--- src/rtl/timer_core_if.sv ---
// Register-file <-> counting-engine link: field values out of the file and
// next-value / interrupt signals back into it, named from the core's side.
interface timer_core_if #(
  parameter int unsigned WIDTH = 32
);
  logic [WIDTH-1:0] pre_i;
  logic [WIDTH-1:0] are_i;
  logic             clr_i;
  logic             ena_i;
  logic             mod_i;
  logic [WIDTH-1:0] cnt_i;
  logic [WIDTH-1:0] evn_i;
  logic             evc_i;
  logic             clr_o;
  logic [WIDTH-1:0] cnt_o;
  logic [WIDTH-1:0] evn_o;
  logic             evc_o;
  logic             irq_o;

  // Register-file side
  modport master (
    output pre_i, are_i, clr_i, ena_i, mod_i, cnt_i, evn_i, evc_i,
    input  clr_o, cnt_o, evn_o, evc_o, irq_o
  );

  // Counting-engine side
  modport slave (
    input  pre_i, are_i, clr_i, ena_i, mod_i, cnt_i, evn_i, evc_i,
    output clr_o, cnt_o, evn_o, evc_o, irq_o
  );
endinterface

--- src/rtl/timer_core.sv ---
// Timer counting engine: prescaler, run/one-shot state and irq flop; next-value
// outputs feed straight back into the register file that owns CNT/EVN/EVC.
module timer_core #(
  parameter int unsigned WIDTH   = 32,
  parameter bit          EVN_SAT = 1'b1
) (
  input  logic          clk_i,
  input  logic          rst_ni,
  timer_core_if.slave   tmr
);

  typedef enum logic [1:0] {
    ST_IDLE,
    ST_RUN,
    ST_DONE
  } state_e;

  state_e           state_q, state_d;
  logic [WIDTH-1:0] psc_q, psc_d;
  logic             irq_q, irq_d;

  logic             tick;
  logic             match;
  logic             evt;
  logic [WIDTH-1:0] evn_inc;

  // A pending clear suppresses the tick so clear always wins over an event.
  always_comb begin
    tick  = (state_q == ST_RUN) && !tmr.clr_i && (psc_q >= tmr.pre_i);
    match = (tmr.cnt_i >= tmr.are_i);
    evt   = tick && match;
    if (EVN_SAT && (&tmr.evn_i)) begin
      evn_inc = tmr.evn_i;
    end else begin
      evn_inc = tmr.evn_i + WIDTH'(1);
    end
  end

  always_ff @(posedge clk_i or negedge rst_ni) begin
    if (!rst_ni) begin
      state_q <= ST_IDLE;
      psc_q   <= '0;
      irq_q   <= 1'b0;
    end else begin
      state_q <= state_d;
      psc_q   <= psc_d;
      irq_q   <= irq_d;
    end
  end

  always_comb begin
    state_d = state_q;
    psc_d   = '0;
    irq_d   = evt;

    unique case (state_q)
      ST_IDLE: begin
        if (tmr.ena_i) begin
          state_d = ST_RUN;
        end
      end
      ST_RUN: begin
        if (!tmr.ena_i) begin
          state_d = ST_IDLE;
        end else if (evt && !tmr.mod_i) begin
          state_d = ST_DONE;
        end
        if (!tmr.clr_i && !tick) begin
          psc_d = psc_q + WIDTH'(1);
        end
      end
      ST_DONE: begin
        if (!tmr.ena_i) begin
          state_d = ST_IDLE;
        end else if (tmr.clr_i) begin
          state_d = ST_RUN;
        end
      end
      default: begin
        state_d = ST_IDLE;
      end
    endcase
  end

  // Outputs default to the current register contents so the file holds
  // its value on idle cycles and throughout reset.
  always_comb begin
    tmr.cnt_o = tmr.cnt_i;
    tmr.evn_o = tmr.evn_i;
    tmr.evc_o = tmr.evc_i;
    tmr.clr_o = 1'b0;

    if (rst_ni) begin
      if (tmr.clr_i) begin
        tmr.cnt_o = '0;
      end else if (evt) begin
        tmr.cnt_o = tmr.mod_i ? '0 : tmr.are_i;
        tmr.evn_o = evn_inc;
        tmr.evc_o = 1'b1;
      end else if (tick) begin
        tmr.cnt_o = tmr.cnt_i + WIDTH'(1);
      end
    end
  end

  assign tmr.irq_o = irq_q;

endmodule

--- src/flat_wrapper.sv ---
// flat-port wrapper written by rule: the top's interface ports become plain ports
module timer_core_flat 
#(
  parameter int unsigned WIDTH   = 32,
  parameter bit          EVN_SAT = 1'b1
)
  (clk_i, rst_ni, tmr_pre_i, tmr_are_i, tmr_clr_i, tmr_ena_i, tmr_mod_i, tmr_cnt_i, tmr_evn_i, tmr_evc_i, tmr_clr_o, tmr_cnt_o, tmr_evn_o, tmr_evc_o, tmr_irq_o);
  timer_core_if #(.WIDTH(WIDTH)) tmr_i ();
  input  logic clk_i;
  input  logic rst_ni;
  input wire logic [$bits(tmr_i.pre_i)-1:0] tmr_pre_i;
  input wire logic [$bits(tmr_i.are_i)-1:0] tmr_are_i;
  input wire logic [$bits(tmr_i.clr_i)-1:0] tmr_clr_i;
  input wire logic [$bits(tmr_i.ena_i)-1:0] tmr_ena_i;
  input wire logic [$bits(tmr_i.mod_i)-1:0] tmr_mod_i;
  input wire logic [$bits(tmr_i.cnt_i)-1:0] tmr_cnt_i;
  input wire logic [$bits(tmr_i.evn_i)-1:0] tmr_evn_i;
  input wire logic [$bits(tmr_i.evc_i)-1:0] tmr_evc_i;
  output wire logic [$bits(tmr_i.clr_o)-1:0] tmr_clr_o;
  output wire logic [$bits(tmr_i.cnt_o)-1:0] tmr_cnt_o;
  output wire logic [$bits(tmr_i.evn_o)-1:0] tmr_evn_o;
  output wire logic [$bits(tmr_i.evc_o)-1:0] tmr_evc_o;
  output wire logic [$bits(tmr_i.irq_o)-1:0] tmr_irq_o;
  assign tmr_i.pre_i = tmr_pre_i;
  assign tmr_i.are_i = tmr_are_i;
  assign tmr_i.clr_i = tmr_clr_i;
  assign tmr_i.ena_i = tmr_ena_i;
  assign tmr_i.mod_i = tmr_mod_i;
  assign tmr_i.cnt_i = tmr_cnt_i;
  assign tmr_i.evn_i = tmr_evn_i;
  assign tmr_i.evc_i = tmr_evc_i;
  assign tmr_clr_o = tmr_i.clr_o;
  assign tmr_cnt_o = tmr_i.cnt_o;
  assign tmr_evn_o = tmr_i.evn_o;
  assign tmr_evc_o = tmr_i.evc_o;
  assign tmr_irq_o = tmr_i.irq_o;
  timer_core #(.WIDTH(WIDTH), .EVN_SAT(EVN_SAT)) u_core (.clk_i(clk_i), .rst_ni(rst_ni), .tmr(tmr_i));
endmodule
--- config.mk ---
export PLATFORM = sky130hd
export DESIGN_NAME = timer_core_flat
export DESIGN_NICKNAME = d
export VERILOG_FILES = /design/src/rtl/timer_core_if.sv /design/src/rtl/timer_core.sv /design/src/flat_wrapper.sv
export SDC_FILE = /design/constraint.sdc
export NUM_CORES = 1
export LEC_CHECK = 0
export ABC_AREA = 1
export CORE_MARGIN = 4
export CORE_UTILIZATION = 30
export CTS_CLUSTER_SIZE = 25
export DETAILED_ROUTE_END_ITERATION = 16
export HOLD_SLACK_MARGIN = 0.15
export PLACE_DENSITY = 0.56
export SYNTH_ARGS = -nofsm -noshare
export SYNTH_HDL_FRONTEND = slang
export SYNTH_SLANG_ARGS = --single-unit
export TNS_END_PERCENT = 100
--- constraint.sdc ---
create_clock -name clk_i -period 5.1 [get_ports clk_i]
set_input_delay 0.765 -clock clk_i [delete_from_list [all_inputs] [get_ports clk_i]]
set_output_delay 0.765 -clock clk_i [all_outputs]
set_load 0.05 [all_outputs]
==> results.md, run 1 <==
* Fill cell count at roughly 2800
* Most common cell after layout, fill and taps aside: nand2_1
* Part of the power in registers at between 20% and 30%
* Number of top-level pins at 201
* WP data required at roughly 4.3 ns
* Drt wl/cell at 14.6 µm
* Critical-path cell list: clkdlybuf4s50_1 -> inv_1 -> ha_1 -> nand2_1 -> nor2_2 -> nand3_1 -> nor2_1 -> nor2_1 -> nand2_1 -> nand2_1 -> nand2_2 -> nand2_4 -> inv_4 -> buf_4 -> nand3_1 -> nand2_1 -> nand2_1 -> nand2_1 -> buf_4
* Bufs and invs on worst path at 5
* End of the worst hold path: u_core.psc_q[0]
* Final hold violation count at 0
* Hold slack at around 0.49 ns
* Int Pwr at between 700 and 800 µW
* Critical path fanouts, max at 63
* Total gr overflow at 0
* Comb pwr share at 56.9%
* Num rows at 58
* RePlAce Congestion at 0.949
* First-pass GRT wire length at 47.2 mm
* Vias in the first global route at between 9000 and 10000
* PD cells at about 130 nW/µm²
* Vias per inst at approximately 4.8
* Die span in y at 168 µm
* Worst r2r src: u_core.psc_q[27]
* Crit-path slowest cell: buf_4
* Post-DRT Antenna Nets at 0
* Fmax at ~230 MHz
* Initial antenna violation count at 2
* Mapped Cells at about 1400
* Fin cells at 1946
* Top FF cell, synth: dfrtp_1
* Post-layout minimum cycle time at 4.43 ns
* Switch Pwr at 569 µW
* Die Wd at roughly 170 µm
* P_leak at 0.00540 µW
* Avg Synthesized Cell Area at 5.30 µm²
* Worst Tran Pin Value at between 1 and 1.5 ns
* Worst Setup SP: tmr_pre_i[15]
* Max VDD drop at 153 µV
* Port bufs at ~200
* Hold Path Origin: u_core.psc_q[0]
* Final Cycle Share at 86.9%
* Status: complete, no violations
* H-tree levels at 2
* Post-synth EDFFs at 0
* Dpl hpwl at 23.1 mm
* Worst skew pair latency at 0.27 ns
* Via count at 9284
* Area Growth Syn to Fin at 36.5%
* CTS tree: built
* Clk slew on worst S/H paths at 0.05 ns
* WHS Path Cells at 1
* Crit-path max cell delay at around 0.54 ns
* Post-CTS Hold Fix Bufs at 0
* Nets at 1815
* Share of post-route cells with drive strength above 1 at 7.06%
* Final setup vio count at 0
* CP top delay family: buffers and inverters
* Placed cell count at about 1900
* Core area at 25100 µm²
* Root Buffer: clkbuf_16
* R2r setup slk at 2.24 ns
* Final core occ at around two fifths
* Synth Register Bits at 35
* Setup TNS at 0 ns
* Crit path kind: in2out
* Post_cts resized at 0
* Clock skew at about 0.004 ns
* Max-cap viol count at 0
* CTS Buffer Depth at 2
* Post-CTS Repair Setup Buffers at 0
* Die ar. at roughly 28000 µm²
* Startpoint Class: input pin
* Async S/R FF share, synth at 100%
* Total CTS buffers at 5
* Pin count of the biggest net entering global routing at 64
* 1st-iter DRT viols at around 470
* Critical Path End Type: output pin
* Power share of the clock group at 21.4%
* Reg2Reg Capture Point: u_core.psc_q[28]
* Commonest cells after routing, fill and taps aside: nand2_1, nand3_1, inv_1
* Starting density of the core at a little under a third
* Max Slew Vio Count at 0
* Mapped cell area at around 7600 µm²
* Post-synthesis cell type count at 39
* Gr usage total at 20.0%
* First-pass detailed-route iteration total at 5
* Synth warn at 0
* RSZ-0062 raised after global routing: no
* Routed wire length at 28.5 mm
* Switching part of the total at between 40% and 50%
* Syn nets at about 1600
* Seq/Total Area, Yosys at 11.5%
* R2r worst-path depth at 11
* Drt drc at 0
* Clock sink total at 35
* Arrival time at the worst endpoint at 3.67 ns
* Worst hold path class: reg2reg
* Most frequent CP cell: nand2_1
* Max-slew headroom at 24.3%
[kinds of logic (layout without fill, tap and decap cells)]
group                      after synthesis  in the layout  synth area share [%]
and+or+nand+nor                       1003           1003                  56.1
adders and majority gates               67             67                  11.0
DFF                                     35             35                  11.5
buffers and inverters                  242            417                  12.8
xor gates and xnor gates                47             47                  5.39
other                                    1              2                0.0491
AOI/OAI and AO/OA                       45             45                  3.21
[worst max path at each step]
stage / depth (start not counted) / endpoint / slack [ns]
CTS: 19 / tmr_evn_o[3] / 0.64
global placement: 18 / tmr_cnt_o[27] / 0.63
global route: 19 / tmr_evn_o[2] / 0.31
floorplan: 18 / tmr_cnt_o[10] / 1.66
finish: 19 / tmr_evn_o[28] / 0.67
detailed placement: 19 / tmr_evn_o[25] / 0.65
[worst reg2reg max path, cell delays in order, from the launching register on]
cell and delay, ns:
dfrtp_1 0.44, ha_1 0.31, a21oi_1 0.13, o21ai_0 0.13
nand2_1 0.08, nand2_1 0.05, nor2_1 0.27, nand2_2 0.13
nand2_4 0.08, buf_4 0.35, nand2_1 0.46, nor4_1 0.31
[power by group through the flow]
stage | logic [µW] | registers [µW] | clock network, µW
3_5_place_dp | 763 | 295 | 0
2_1_floorplan | 402 | 294 | 0
4_1_cts | 766 | 290 | 298
5_1_grt | 831 | 290 | 306
6_report | 758 | 290 | 285
3_3_place_gp | 760 | 294 | 0
[metal layers]
layer / up-vias / wire length (µm) / part of all wire [%] / global-route usage (%)
met4: 2 / 283 / 0.99 / 3.03
met3: 20 / 1570 / 5.5 / 3.38
li1: 4909 / - / - / -
met5: - / 20 / 0.070 / 0
met2: 195 / 13300 / 47 / 34.3
met1: 4158 / 13300 / 47 / 26.9
[layout make-up]
type | instances | area [µm²] | share of cell area (%)
well taps | 330 | 413 | 3.96
clock buffers | 7 | 133 | 1.27
multi-input cells | 1163 | 5790 | 55.6
repair buffers | 215 | 2470 | 23.7
flip-flops and latches | 35 | 876 | 8.41
inverters | 194 | 731 | 7.01
diodes | 1 | 2.50 | 0.0240
clock inverters | 1 | 5.00 | 0.0480
[state kept, by name (all words and copies together), names as in the netlist]
name and cells:
u_core.psc_q 32, u_core.tmr.irq_o 1, u_core.state_q 2
[cells in the mapped netlist, types with 7 or more instances]
| master | number | area (µm²) |
|---|---|---|
| a21oi_1 | 29 | 145 |
| buf_2 | 18 | 90.1 |
| clkbuf_1 | 18 | 67.6 |
| dfrtp_1 | 35 | 876 |
| ha_1 | 67 | 838 |
| inv_1 | 189 | 709 |
| nand2_1 | 558 | 2090 |
| nand3_1 | 191 | 956 |
| nand4_1 | 25 | 156 |
| nor2_1 | 129 | 484 |
| nor3_1 | 49 | 245 |
| nor4_1 | 18 | 113 |
| o21ai_0 | 8 | 40.0 |
| or2_2 | 12 | 75.1 |
| xnor2_1 | 7 | 61.3 |
| xor2_1 | 40 | 350 |
[stage by stage]
stage / total power [µW] / worst slack, ns / instance area, µm²
2_1_floorplan: 696 / 1.66 / 7640
3_3_place_gp: 1050 / 0.633 / 10300
3_5_place_dp: 1060 / 0.652 / 10300
4_1_cts: 1350 / 0.640 / 10400
5_1_grt: 1430 / 0.309 / 10400
6_report: 1330 / 0.667 / 10400
No activity file was read; power rests on OpenSTA's default activity.
==> run 2, diff against run 1 <==
--- a/config.mk
+++ b/config.mk
@@ -7,11 +7,11 @@
 export LEC_CHECK = 0
 export ABC_AREA = 1
 export CORE_MARGIN = 4
-export CORE_UTILIZATION = 30
+export CORE_UTILIZATION = 25
 export CTS_CLUSTER_SIZE = 25
 export DETAILED_ROUTE_END_ITERATION = 16
 export HOLD_SLACK_MARGIN = 0.15
-export PLACE_DENSITY = 0.56
+export PLACE_DENSITY = 0.49
 export SYNTH_ARGS = -nofsm -noshare
 export SYNTH_HDL_FRONTEND = slang
 export SYNTH_SLANG_ARGS = --single-unit
==> constraint.sdc (replaced) <==
create_clock -name clk_i -period 5.1 [get_ports clk_i]
set_input_delay 1.02 -clock clk_i [delete_from_list [all_inputs] [get_ports clk_i]]
set_output_delay 1.02 -clock clk_i [all_outputs]
set_load 0.05 [all_outputs]
==> run 2 against run 1 <==
Critical path depth shrank 6. Wire length rose by 6.8%. Global-route usage fell by 2.1 points. Critical path type unchanged. Largest cell class unchanged. Largest power group unchanged. Highest routed layer unchanged.
==> results.md, run 2 (same netlist as run 1, synthesis figures left out) <==
* Reg2Reg Capture Point: u_core.psc_q[23]
* Final Cycle Share at between 90% and 100%
* Number of top-level pins at approximately 200
* Vias per inst at 4.67
* Critical path fanouts, max at 45
* Crit path kind: in2out
* Most flops, register: u_core.psc_q
* Post-DRT Antenna Nets at 0
* Port bufs at 199
* Most common cell after layout, fill and taps aside: nand2_1
* Vias in the first global route at 9513
* Gr usage total at 17.9%
* R2r worst-path depth at 13
* Die Wd at 183 µm
* Worst Setup SP: tmr_cnt_i[31]
* Worst r2r src: u_core.psc_q[3]
* R2r setup slk at 2.41 ns
* Max VDD drop at 104 µV
* Num rows at 63
* Clock skew at around 0.0044 ns
* Drt wl/cell at 15.0 µm
* Most Crowded Layer GR: met2
* Arrival time at the worst endpoint at 3.95 ns
* Worst Tran Pin Value at 1.08 ns
* Final core occ at 36.0%
* Final hold violation count at 0
* Core area at 29900 µm²
* Pin count of the biggest net entering global routing at between 50 and 60
* Stages on worst setup path at 13
* Max-slew headroom at 27.7%
* Crit-path slowest cell: clkdlybuf4s50_1
* Met3 usage at 3.25%
* Clk slew on worst S/H paths at around 0.05 ns
* Startpoint Class: input pin
* Total gr overflow at 0
* Critical Path End Type: output pin
* First-pass GRT wire length at 49.4 mm
* Drt drc at 0
* 1st-iter DRT viols at 527
* CP top delay family: simple AND/OR/NAND/NOR gates
* Die span in y at 183 µm
* Fmax at between 200 and 250 MHz
* GRT met2 Usage at 30.3%
* Worst setup endpoint: tmr_evn_o[22]
* PD cells at 129 nW/µm²
* Starting density of the core at 25.6%
* Bufs and invs on worst path at 3
* First-pass detailed-route iteration total at 5
* Crit-path max cell delay at ~0.53 ns
* Share of post-route cells with drive strength above 1 at under 10%
* Area Growth Syn to Fin at 40.9%
* RePlAce Congestion at 0.904
* Nets at around 1800
* Routed wire length at 30.4 mm
* Max-cap viol count at 0
* Antenna fix cells at 0
* WP data required at 4.08 ns
* Met1 Use GR at between 20% and 30%
* Worst hold path class: reg2reg
* H-tree levels at 2
* Post-layout minimum cycle time at about 5.0 ns
* Post-CTS Repair Setup Buffers at 0
* Total CTS buffers at 5
* Max reg flops at 32
* RSZ-0062 raised after global routing: no
* Status: complete, no violations
* Root Buffer: clkbuf_16
* Critical-path cell list: clkdlybuf4s50_1 -> ha_1 -> nand2_1 -> nor2_1 -> nand2_1 -> nor2_2 -> nand4_1 -> nand3_2 -> buf_12 -> nor2b_2 -> nand4_1 -> nand2_1 -> buf_12
* Via count at about 9500
* Max Slew Vio Count at 0
* CTS tree: built
* Dpl hpwl at 25.0 mm
* Die ar. at 33400 µm²
* Commonest cells after routing, fill and taps aside: nand2_1, nand3_1, inv_1
* Most frequent CP cell: nand2_1
* Setup TNS at 0 ns
* P_leak at 0.00555 µW
* Final setup vio count at 0
* Worst skew pair latency at 0.28 ns
* Clock sink total at 35
* CTS Buffer Depth at 2
* Initial antenna violation count at 2
[run 2: repair_timing]
item                       CTS  global route
gates resized for setup      0             2
hold buffers                 0             0
setup endpoints to repair    0            15
[run 2: area by class of cell]
type,count,area [µm²]
inverter,194,731
sequential,35,876
clock buffer,8,156
timing repair buffer,241,2720
fill,3356,19100
multi-input combinational,1163,5800
tap,390,488
[run 2: worst min path at each step]
stage | endpoint | cells past startpoint | slack [ns] | startpoint
6_report | u_core.psc_q[0] | 1 | 0.49 | u_core.psc_q[0]
5_1_grt | u_core.psc_q[0] | 1 | 0.51 | u_core.psc_q[0]
4_1_cts | u_core.psc_q[0] | 1 | 0.49 | u_core.psc_q[0]
3_5_place_dp | u_core.psc_q[0] | 1 | 0.49 | u_core.psc_q[0]
3_3_place_gp | u_core.psc_q[0] | 1 | 0.48 | u_core.psc_q[0]
2_1_floorplan | u_core.psc_q[0] | 1 | 0.45 | u_core.psc_q[0]
[run 2: power by group]
part	switching [µW]	total [µW]	leakage, µW	internal [µW]
clock	112	320	0.0000772	208
combinational	468	781	0.00499	313
sequential	5.74	290	0.000486	284
total	585	1390	0.00555	806
[run 2: per-layer routing]
metal	share of wire (%)	vias to the layer above	wire length (µm)
met2	46	227	13900
met4	1.5	4	466
met5	0.082	-	25
met1	47	4257	14300
met3	5.5	33	1690
li1	-	4961	-
[run 2: through the flow]
stage | setup WS [ns] | total power, µW | hold slack [ns] | area [µm²] | instances
6_report | 0.132 | 1390 | 0.490 | 10800 | 2031
4_1_cts | 0.0609 | 1410 | 0.494 | 10800 | 2031
2_1_floorplan | 1.15 | 696 | 0.454 | 7640 | 1440
3_3_place_gp | 0.0546 | 1080 | 0.482 | 10600 | 2023
3_5_place_dp | 0.0697 | 1080 | 0.487 | 10600 | 2023
5_1_grt | 0.0155 | 1490 | 0.510 | 10800 | 2031
==> run 3, diff against run 2 <==
--- a/config.mk
+++ b/config.mk
@@ -11,7 +11,7 @@
 export CTS_CLUSTER_SIZE = 25
 export DETAILED_ROUTE_END_ITERATION = 16
 export HOLD_SLACK_MARGIN = 0.15
-export PLACE_DENSITY = 0.49
+export PLACE_DENSITY = 0.55
 export SYNTH_ARGS = -nofsm -noshare
 export SYNTH_HDL_FRONTEND = slang
 export SYNTH_SLANG_ARGS = --single-unit
==> run 3 against run 2 <==
Critical path depth is 2 higher. First-iteration DRC count is 23% higher. Combinational power increased by 6.0%. Sequential power about the same. Sequential share of layout area fell by 0.22 points. Via count grew 1.7%. Global-route usage up 0.051 points. Largest cell class unchanged.
==> results.md, run 3 (same netlist as run 1, synthesis figures left out) <==
* PD cells at 130 nW/µm²
* Post-layout minimum cycle time at 4.77 ns
* Worst slack, placed at between 0.3 and 0.4 ns
* Drt wl/cell at 15.0 µm
* Reg area at 876 µm²
* Starting density of the core at 25.6%
* Die span in y at 183 µm
* Most common cell after layout, fill and taps aside: nand2_1
* Final setup vio count at 0
* Dpl hpwl at 25.0 mm
* Arrival time at the worst endpoint at 3.75 ns
* Startpoint Class: input pin
* CTS tree: built
* Status: complete, no violations
* Crit-path max cell delay at about 0.53 ns
* Post-CTS Repair Setup Buffers at 0
* P_leak at approximately 0.0057 µW
* Area of the multi-input gates at 5790 µm²
* Most frequent CP cell: nand2_1
* Critical Path End Type: output pin
* Final hold violation count at 0
* Number of top-level pins at approximately 200
* Fmax at 210 MHz
* Nets at ~1800
* Fill cell count at roughly 3300
* Antenna fix cells at 0
* Post-CTS Hold Fix Bufs at 0
* Share of post-route cells with drive strength above 1 at slightly below 9%
* Setup TNS at 0 ns
* Worst Tran Pin Value at 1.07 ns
* Max-slew headroom at 28.8%
* CP top delay family: simple AND/OR/NAND/NOR gates
* First-pass GRT wire length at ~50 mm
* Die ar. at 33400 µm²
* Gr usage total at 18.0%
* Die Wd at 183 µm
* Crit path kind: in2out
* H-tree levels at 2
* Setup WS post-layout at 0.333 ns
* RePlAce Congestion at 0.937
* Pin count of the biggest net entering global routing at 64
* Routed wire length at around 31 mm
* Area Growth Syn to Fin at 44.9%
* Area of placed instances at 10900 µm²
* Clock skew at 0.00800 ns
* Drt drc at 0
* Most flops, register: u_core.psc_q
* Total gr overflow at 0
* Critical path fanouts, max at 18
* Worst skew pair latency at roughly 0.28 ns
* Max-cap viol count at 0
* Root Buffer: clkbuf_16
* Total CTS buffers at 5
* Finished layout cell area at 11100 µm²
* Core area at 29900 µm²
* Max VDD drop at 92.8 µV
* Crit-path slowest cell: clkdlybuf4s50_1
* Via count at 9646
* Num rows at 63
* First-pass detailed-route iteration total at 7
* RSZ-0062 raised after global routing: no
* Vias per inst at 4.74
* Bufs and invs on worst path at 5
* Port bufs at 199
* Worst hold path class: reg2reg
* 1st-iter DRT viols at approximately 650
* Critical-path cell list: clkdlybuf4s50_1 -> inv_1 -> ha_1 -> nand2_1 -> nor2_1 -> nand2_1 -> nor2_1 -> nand4_1 -> nand3_2 -> buf_4 -> nor2b_1 -> buf_4 -> nand4_1 -> nand2_1 -> buf_12
* CTS Buffer Depth at 2
* Final core occ at 37.0%
* Max reg flops at 32
* Clk slew on worst S/H paths at 0.05 ns
* WP data required at approximately 4.1 ns
* Final Cycle Share at 93.5%
* Commonest cells after routing, fill and taps aside: nand2_1, nand3_1, inv_1
* Post-DRT Antenna Nets at 0
* Clock sink total at 35
* Initial antenna violation count at 0
* Max Slew Vio Count at 0
* Vias in the first global route at 9764
* Post_cts resized at 0
==> run 3: cell types whose count changed in the layout (fill, tap and decap cells not counted), sizes merged <==
| cell | delta |
|---|---|
| buf | +4 |
==> run 3: through the flow <==
stage	power, µW	instances	hold slack, ns
final	1440	2035	0.498
after global routing	1530	2035	0.520
after CTS	1450	2035	0.507
after detailed placement	1130	2027	0.500
after global placement	1120	2027	0.487
after floorplan	696	1440	0.454
==> run 3: worst paths after layout <==
path | cells after the start | slack [ns] | endpoint | startpoint
worst max-delay path | 15 | 0.33 | tmr_evn_o[22] | tmr_are_i[27]
worst min-delay path | 1 | 0.50 | u_core.psc_q[0] | u_core.psc_q[0]
worst max register to register | 10 | 2.26 | u_core.psc_q[17] | u_core.psc_q[23]
worst min register to register | 1 | 0.50 | u_core.psc_q[0] | u_core.psc_q[0]
max in group asynchronous | 2 | 3.69 | u_core.psc_q[14] | rst_ni
min in group asynchronous | 2 | 0.94 | u_core.psc_q[13] | rst_ni
==> run 3: report_power, final <==
part	switching [µW]	leakage, µW	internal [µW]	total (µW)
Sequential	5.92	0.000486	284	290
Clock	115	0.0000772	208	322
Combinational	481	0.00510	347	828
Total	602	0.00567	839	1440
==> run 3: area by class of cell <==
cell class / instances / share of cell area (%)
clock buffers: 8 / 1.41
inverters: 194 / 6.61
multi-input cells: 1163 / 52.3
flip-flops and latches: 35 / 7.92
well taps: 390 / 4.41
repair buffers: 245 / 27.3
==> run 3: metal layers <==
| metal | wire length, µm | track usage (%) | share of wire (%) |
|---|---|---|---|
| met5 | 0 | 0 | 0 |
| met4 | 475 | 3.01 | 1.6 |
| met3 | 1660 | 2.42 | 5.4 |
| met2 | 14200 | 31.1 | 46 |
| met1 | 14300 | 24.3 | 47 |
